<file path="src/rtl/multicycle_ctrl.sv">
// Main control FSM for the multicycle RV32I core: sequences ALU, memory port and register file.
// Optional memory handshake: define MCTRL_MEM_READY_EN to add mem_ready and wait-state holding.
//
// state      | code | meaning
// -----------+------+-----------------------------------------------
// FETCH      |  0   | read instruction at PC, PC <= PC+4
// DECODE     |  1   | ALUOut <= OldPC+imm, dispatch on opcode
// MEMADR     |  2   | ALUOut <= rs1+imm (load/store address)
// MEMREAD    |  3   | read data memory at ALUOut
// MEMWB      |  4   | rd <= loaded data
// MEMWRITE   |  5   | write rs2 to data memory at ALUOut
// EXECR      |  6   | ALUOut <= rs1 op rs2
// EXECI      |  7   | ALUOut <= rs1 op imm
// ALUWB      |  8   | rd <= ALUOut
// BRANCH     |  9   | compare rs1/rs2, PC <= ALUOut when taken
// JAL        | 10   | PC <= target, ALUOut <= OldPC+4
// JALRADR    | 11   | ALUOut <= rs1+imm (jalr target)
// LUIWB      | 12   | rd <= ImmExt
// TRAP       | 15   | unknown opcode, parked until reset
module multicycle_ctrl (
    input  logic        clk,
    input  logic        reset,
    input  logic [6:0]  op,
    input  logic [2:0]  funct3,
    input  logic        Zero,
    input  logic        Negative,
`ifdef MCTRL_MEM_READY_EN
    input  logic        mem_ready,
`endif
    output logic        PCWrite,
    output logic        AdrSrc,
    output logic        MemWrite,
    output logic        IRWrite,
    output logic [1:0]  ResultSrc,
    output logic [1:0]  ALUSrcA,
    output logic [1:0]  ALUSrcB,
    output logic [1:0]  ALUOp,
    output logic [2:0]  ImmSrc,
    output logic        RegWrite,
    output logic        illegal,
    output logic [3:0]  state,
    output logic [31:0] instret
);

    localparam logic [6:0] OP_LOAD   = 7'b0000011;
    localparam logic [6:0] OP_STORE  = 7'b0100011;
    localparam logic [6:0] OP_R      = 7'b0110011;
    localparam logic [6:0] OP_I      = 7'b0010011;
    localparam logic [6:0] OP_BRANCH = 7'b1100011;
    localparam logic [6:0] OP_JAL    = 7'b1101111;
    localparam logic [6:0] OP_JALR   = 7'b1100111;
    localparam logic [6:0] OP_LUI    = 7'b0110111;
    localparam logic [6:0] OP_AUIPC  = 7'b0010111;

    typedef enum logic [3:0] {
        S_FETCH    = 4'd0,
        S_DECODE   = 4'd1,
        S_MEMADR   = 4'd2,
        S_MEMREAD  = 4'd3,
        S_MEMWB    = 4'd4,
        S_MEMWRITE = 4'd5,
        S_EXECR    = 4'd6,
        S_EXECI    = 4'd7,
        S_ALUWB    = 4'd8,
        S_BRANCH   = 4'd9,
        S_JAL      = 4'd10,
        S_JALRADR  = 4'd11,
        S_LUIWB    = 4'd12,
        S_TRAP     = 4'd15
    } state_t;

    state_t      r_state;
    state_t      w_next;
    logic [31:0] r_instret;
    logic        w_ready;
    logic        w_taken;
    logic        w_pcwrite;
    logic        w_irwrite;
    logic        w_regwrite;
    logic        w_memwrite;
    logic        w_unused;

`ifdef MCTRL_MEM_READY_EN
    assign w_ready = mem_ready;
`else
    assign w_ready = 1'b1;
`endif

    // funct3[2] picks lt/ge vs eq/ne; funct3[0] inverts the sense
    assign w_taken  = funct3[2] ? (Negative ^ funct3[0]) : (Zero ^ funct3[0]);
    assign w_unused = funct3[1];

    always_ff @(posedge clk or posedge reset) begin
        if (reset) begin
            r_state <= S_FETCH;
        end else begin
            r_state <= w_next;
        end
    end

    always_ff @(posedge clk or posedge reset) begin
        if (reset) begin
            r_instret <= 32'd0;
        end else if (r_state == S_FETCH && w_ready) begin
            r_instret <= r_instret + 32'd1;
        end
    end

    always_comb begin
        case (op)
            OP_LOAD, OP_I, OP_JALR: ImmSrc = 3'b000;
            OP_STORE:               ImmSrc = 3'b001;
            OP_BRANCH:              ImmSrc = 3'b010;
            OP_JAL:                 ImmSrc = 3'b011;
            OP_LUI, OP_AUIPC:       ImmSrc = 3'b100;
            default:                ImmSrc = 3'b000;
        endcase
    end

    always_comb begin
        w_next     = r_state;
        w_pcwrite  = 1'b0;
        w_irwrite  = 1'b0;
        w_regwrite = 1'b0;
        w_memwrite = 1'b0;
        AdrSrc     = 1'b0;
        ResultSrc  = 2'b00;
        ALUSrcA    = 2'b00;
        ALUSrcB    = 2'b00;
        ALUOp      = 2'b00;
        illegal    = 1'b0;

        case (r_state)
            S_FETCH: begin
                ALUSrcB   = 2'b10;
                ResultSrc = 2'b10;
                w_irwrite = w_ready;
                w_pcwrite = w_ready;
                if (w_ready) begin
                    w_next = S_DECODE;
                end
            end
            S_DECODE: begin
                ALUSrcA = 2'b01;
                ALUSrcB = 2'b01;
                case (op)
                    OP_LOAD, OP_STORE: w_next = S_MEMADR;
                    OP_R:              w_next = S_EXECR;
                    OP_I:              w_next = S_EXECI;
                    OP_BRANCH:         w_next = S_BRANCH;
                    OP_JAL:            w_next = S_JAL;
                    OP_JALR:           w_next = S_JALRADR;
                    OP_LUI:            w_next = S_LUIWB;
                    OP_AUIPC:          w_next = S_ALUWB;
                    default:           w_next = S_TRAP;
                endcase
            end
            S_MEMADR: begin
                ALUSrcA = 2'b10;
                ALUSrcB = 2'b01;
                w_next  = (op == OP_LOAD) ? S_MEMREAD : S_MEMWRITE;
            end
            S_MEMREAD: begin
                AdrSrc = 1'b1;
                if (w_ready) begin
                    w_next = S_MEMWB;
                end
            end
            S_MEMWB: begin
                ResultSrc  = 2'b01;
                w_regwrite = 1'b1;
                w_next     = S_FETCH;
            end
            S_MEMWRITE: begin
                AdrSrc     = 1'b1;
                w_memwrite = w_ready;
                if (w_ready) begin
                    w_next = S_FETCH;
                end
            end
            S_EXECR: begin
                ALUSrcA = 2'b10;
                ALUSrcB = 2'b00;
                ALUOp   = 2'b10;
                w_next  = S_ALUWB;
            end
            S_EXECI: begin
                ALUSrcA = 2'b10;
                ALUSrcB = 2'b01;
                ALUOp   = 2'b10;
                w_next  = S_ALUWB;
            end
            S_ALUWB: begin
                w_regwrite = 1'b1;
                w_next     = S_FETCH;
            end
            S_BRANCH: begin
                ALUSrcA   = 2'b10;
                ALUSrcB   = 2'b00;
                ALUOp     = 2'b01;
                w_pcwrite = w_taken;
                w_next    = S_FETCH;
            end
            S_JAL: begin
                ALUSrcA   = 2'b01;
                ALUSrcB   = 2'b10;
                w_pcwrite = 1'b1;
                w_next    = S_ALUWB;
            end
            S_JALRADR: begin
                ALUSrcA = 2'b10;
                ALUSrcB = 2'b01;
                w_next  = S_JAL;
            end
            S_LUIWB: begin
                ResultSrc  = 2'b11;
                w_regwrite = 1'b1;
                w_next     = S_FETCH;
            end
            S_TRAP: begin
                illegal = 1'b1;
                w_next  = S_TRAP;
            end
            default: begin
                w_next = S_TRAP;
            end
        endcase
    end

    // Reset is asynchronous, so enables are gated directly to stop any write the instant it asserts
    assign PCWrite  = w_pcwrite  & ~reset;
    assign IRWrite  = w_irwrite  & ~reset;
    assign RegWrite = w_regwrite & ~reset;
    assign MemWrite = w_memwrite & ~reset;
    assign state    = r_state;
    assign instret  = r_instret;

endmodule

</file>
<file path="config.mk">
export PLATFORM = sky130hd
export DESIGN_NAME = multicycle_ctrl
export DESIGN_NICKNAME = d
export VERILOG_FILES = /design/src/rtl/multicycle_ctrl.sv
export SDC_FILE = /design/constraint.sdc
export NUM_CORES = 1
export LEC_CHECK = 0
export CAP_MARGIN = 20
export CORE_AREA = 2 2 74 76
export CTS_BUF_LIST = sky130_fd_sc_hd__clkbuf_8
export DETAILED_ROUTE_END_ITERATION = 16
export DIE_AREA = 0 0 76 78
export PLACE_DENSITY = 0.76
export SETUP_SLACK_MARGIN = 0.15
export SLEW_MARGIN = 20
export SYNTH_ARGS = -nofsm -noshare
export SYNTH_HDL_FRONTEND = slang
export SYNTH_SLANG_ARGS = --single-unit
</file>
<file path="constraint.sdc">
create_clock -name clk -period 1.9 [get_ports clk]
set_clock_uncertainty 0.2 [all_clocks]
set_input_delay 0.285 -clock clk [delete_from_list [all_inputs] [get_ports clk]]
set_output_delay 0.285 -clock clk [all_outputs]
set_load 0.02 [all_outputs]
</file>
Word level (Yosys, flattened, before mapping) --
Index checks and enable logic that the tools add are counted.
Cells by class: add/sub/neg operators 1, bitwise operators 7, muxes and demuxes 15, equality and inequality tests 22, order comparisons 0, multiply operators 0, divide/modulo/power cells 0, shift-type cells 0, reduce and logical (&&, ||, !) cells 12
Operators by type and width (count):
- 32-bit by 1-bit adder with 32-bit output, second input constant | 1
- 4-bit one-hot mux with 8 select lines | 1
- 4-bit one-hot mux with 7 select lines | 1
- 4-bit == test, second input constant | 6
- 7-bit by 6-bit == test with 1-bit output, second input constant | 3
- 7-bit == test, second input constant | 3
- 4-bit by 3-bit == test with 1-bit output, second input constant | 4
- 7-bit by 5-bit == test with 1-bit output, second input constant | 2
- 2-bit one-hot mux with 2 select lines | 3
- 3-bit one-hot mux with 4 select lines | 1
- 2-bit OR reduction | 6
- 5-bit OR reduction | 2
- 4-bit by 2-bit == test with 1-bit output, second input constant | 2
- 7-bit by 2-bit == test with 1-bit output, second input constant | 1
- 1-bit 2-to-1 mux | 6
- 2-bit one-hot mux with 3 select lines | 1
- 3-bit OR reduction | 2
- 1-bit bitwise AND | 4
- 4-bit by 1-bit == test with 1-bit output, second input constant | 1
- 4-bit logical NOT | 1
- 4-bit OR reduction | 1
- 3-bit 2-to-1 mux | 1
- 1-bit one-hot mux with 2 select lines | 1
- 1-bit XOR | 2
- 1-bit NOT | 1
Storage, ports and cells: memories 0, output and inout bits 53, memory bits (read-only) 0, bits in latches 0, input port bits 14, word-level logic and storage cells 59, bits in writable memories 0, register bits after elaboration 36

Logic depth before layout (Yosys ltp) --
depth in word-level cells 4, depth in mapped cells 5, gate-level depth less buffers 4

Worst setup path before layout --
OpenSTA, ideal clock, no wires.
kind reg2out, from register r_state[2], in the netlist state[2], to output port PCWrite, path buffers 2, slack -0.655 ns, data arrival time 2.070 ns, stages on the path, launching flop included 6, path through dfrtp_1 -> clkbuf_1 -> buf_1 -> nor4_1 -> a21oi_1 -> nor2_1
Between the ends: word-level cells in the longest chain between the ends 4
RTL lines:
- from (decl) | line 72 | state_t r_state;
- from (signal assigned) | line 97 | r_state <= w_next;
- 4-bit == test or 4-bit logical NOT (tied branches) | line 133 | case (r_state)
- 2-bit OR reduction (no source line)
- 1-bit one-hot mux with 2 select lines (*) | line 133
- 1-bit bitwise AND (*) | line 231 | assign PCWrite = w_pcwrite & ~reset;
- to (decl) | line 30 | output logic PCWrite,
Mark *: on every way between the ends. The rest lies on a longest branch, timed or not.

Final worst setup path --
from register r_state[2], in the netlist state[2], to register r_instret[29], in the netlist instret[29]
Between the ends: word-level cells in the longest chain between the ends 1
RTL lines:
- 4-bit logical NOT | line 104 | end else if (r_state == S_FETCH && w_ready) begin
- to (signal assigned) | line 105 | r_instret <= r_instret + 32'd1;
- to (decl) | line 74 | logic [31:0] r_instret;
No other way between the ends. A chain may end at the register's enable or synchronous reset.

==> flow_metrics.env <==
export IMPL_synth_ff_type="dfrtp_1"
export IMPL_critPathRequiredTime_ns=1.91
export IMPL_grt_max_degree=20
export IMPL_gr_usage_met1=0.263
export IMPL_synth_top_area_cell="dfrtp_1"
export IMPL_timing_final_crit_period_ns=2.16
export IMPL_violations="setup timing"
export IMPL_yosysSeqAreaShare=0.422
export IMPL_clock_fmax_mhz=462
export IMPL_die_width_um=76
export IMPL_cts_root_buf="clkbuf_8"
export IMPL_drc=0
export IMPL_timing_final_crit_share=1.14
export IMPL_tritoncts="yes"
export IMPL_ys_ff_latch=36
export IMPL_fin_nets=372
export IMPL_clock_sinks=36
export IMPL_grt_pass1_vias=2308
export IMPL_setup_worst_path_start="state[2]"
export IMPL_place_inst=396
export IMPL_outcome="finished, violations left"
export IMPL_numPortBuffers=65
export IMPL_core_area_um2=5040
export IMPL_slew_headroom=0.698
export IMPL_final_layout_size_suffix_gt1_frac=0.492
export IMPL_hold_path_class="in -> async"
export IMPL_finalHoldViolCount=0
export IMPL_setup_viol=42
export IMPL_clkSlewWorstSetupHoldPaths_ns=0.08
export IMPL_detail_route_vias_per_cell=5.53
export IMPL_synth_cell_area_um2=2130
export IMPL_critPathCaptureType="flip-flop"
export IMPL_startpoint_type="flip-flop"
export IMPL_avgSynthCellArea_um2=9.49
export IMPL_use_met3=0.0453
export IMPL_area_growth_pct=84.2
export IMPL_num_antenna_cells=0
export IMPL_hpwl_um=4490
export IMPL_insertion_delay_ns=0.29
export IMPL_drt_iter0_markers=198
export IMPL_cts_htree_levels=2
export IMPL_fin_ws_ns=-0.264
export IMPL_yosys_warnings=0
export IMPL_gr_usage_met2=0.439
export IMPL_gp_congestion=0.811
export IMPL_synth_edff_count=0
export IMPL_critPathMostFrequentCell="buf_4"
export IMPL_die_h_um=78
export IMPL_finalMaxSlewViolations=0
export IMPL_synthTopCellsByCount="dfrtp_1, xor2_1, nand2_1"
export IMPL_fillers=290
export IMPL_antenna_found_initial=0
export IMPL_async_flop_share=1.00
export IMPL_crit_slowest_cell="dfrtp_2"
export IMPL_syn_inst=225
export IMPL_busiest_layer="met2"
export IMPL_ir_drop_v=0.00112
export IMPL_syn_num_nets=240
export IMPL_power_w=0.00451
export IMPL_synth_top_area_share=0.422
export IMPL_dieArea_um2=5930
export IMPL_worstSetupPathType="reg -> reg"
export IMPL_r2r_start="state[2]"
export IMPL_yosysMostFrequentCell="dfrtp_1"
export IMPL_cts_buffers=5
export IMPL_max_slew_worst_pin_slew_ns=0.452
export IMPL_drv_cap=0
export IMPL_drtAntennaViolNets=0
export IMPL_dr_pass1_iters=6
export IMPL_synth_area_top_cells="dfrtp_1, xor2_1, xnor2_1"
export IMPL_ys_types=50
export IMPL_grt_setup_unrepaired="yes"
export IMPL_routed_wl_um=7960
export IMPL_io_pins=67
export IMPL_num_vias=2366
export IMPL_finalNonFillerCells=428
export IMPL_crit_chain="buf_6, nor4_4, buf_4, buf_4, nand4_4, nor4_2, xor2_1"
export IMPL_max_stage_delay_ns=0.47
export IMPL_track_usage=0.234
export IMPL_num_rows=26
export IMPL_worstPathArrival_ns=2.17
export IMPL_power_leakage_nw=2.01
export IMPL_wl_per_cell_um=18.6
export IMPL_grt_first_pass_wirelength_um=11200
export IMPL_cts_buffer_depth=2
export IMPL_initial_utilization=0.423
export IMPL_grt_ovfl_total=0
export IMPL_power_density_nw_per_um2=1150
export IMPL_cts_hold_buffers_added=0
export IMPL_worstPathMaxFanout=5
[logic make-up after synthesis]
logic type      count (synthesis)  synth area share
xor+xnor                       35             0.144
compound gates                 19            0.0662
mux                             2           0.00996
simple gates                  108             0.301
fa+ha+maj                       2            0.0106
buf+inv                        23            0.0463
flops                          36             0.422
[final cells by class]
class / instances / area [um2] / area share
Clock buffer: 6 / 82.6 / 0.0210
Sequential cell: 36 / 906 / 0.230
Inverter: 8 / 33.8 / 0.00859
Multi-Input combinational cell: 166 / 1550 / 0.394
Timing Repair Buffer: 140 / 1260 / 0.321
Tap cell: 70 / 87.6 / 0.0223
Clock inverter: 2 / 11.3 / 0.00286
[placed cells by master, fill, tap and decap left out, types with 8 or more instances in the layout]
master         count
xnor2_1            8
buf_6             39
nor2_4             9
dlygate4sd2_1     37
dfrtp_1           32
buf_4             50
nand2_1           16
nand3_1            9
xor2_1            24
[registers in the layout (all words and copies together) (netlist names)]
signal   cells
instret     32
state        4
[critical path: cells and delay by family, from the launching register on]
kind / cells / cell delay, ns
xor+xnor: 1 / 0.23
simple gates: 3 / 0.74
buf+inv: 3 / 0.43
flops: 1 / 0.47
[repair_timing]
action,in CTS,in global routing
pin swaps,28,25
buffers inserted,11,14
endpoints found under the hold margin,0,0
resized for setup,204,55
endpoints found under the setup margin,87,52
[metal layers]
| layer | routed length (um) | vias up |
|---|---|---|
| li1 | - | 1061 |
| met1 | 3070 | 1163 |
| met2 | 4160 | 117 |
| met3 | 462 | 25 |
| met4 | 260 | 0 |
| met5 | 0 | - |
[worst paths after layout]
| path | cells past startpoint | end | slack [ns] |
|---|---|---|---|
| setup / recovery | 7 | instret[29] | -0.26 |
| hold / removal | 3 | state[0] | 0.18 |
| setup reg to reg | 7 | instret[29] | -0.26 |
| hold reg to reg | 1 | instret[31] | 0.27 |
| max in group asynchronous | 3 | instret[22] | 1.02 |
| min in group clk | 1 | instret[31] | 0.27 |
[where the power goes]
| part | leakage (nW) | total (W) | internal, W | switching [W] |
|---|---|---|---|---|
| clock network | 0.0486 | 0.000578 | 0.000289 | 0.000288 |
| registers | 0.485 | 0.000993 | 0.000864 | 0.000129 |
| logic | 1.47 | 0.00294 | 0.00152 | 0.00142 |
| total | 2.01 | 0.00451 | 0.00267 | 0.00184 |
[stage by stage]
step	setup TNS [ns]	worst slack [ns]	area, um2	hold WS (ns)	utilization
after detailed placement	-7.75	-0.665	3290	0.264	0.652
final	-3.83	-0.264	3930	0.181	0.780
after CTS	-1.36	-0.0999	3650	0.174	0.723
after global routing	-6.98	-0.352	3930	0.188	0.780
after global placement	-6.63	-0.620	3290	0.255	0.652
after floorplan	-3.37	-0.201	2280	0.0436	-
Power figures use the tool's default switching activity.
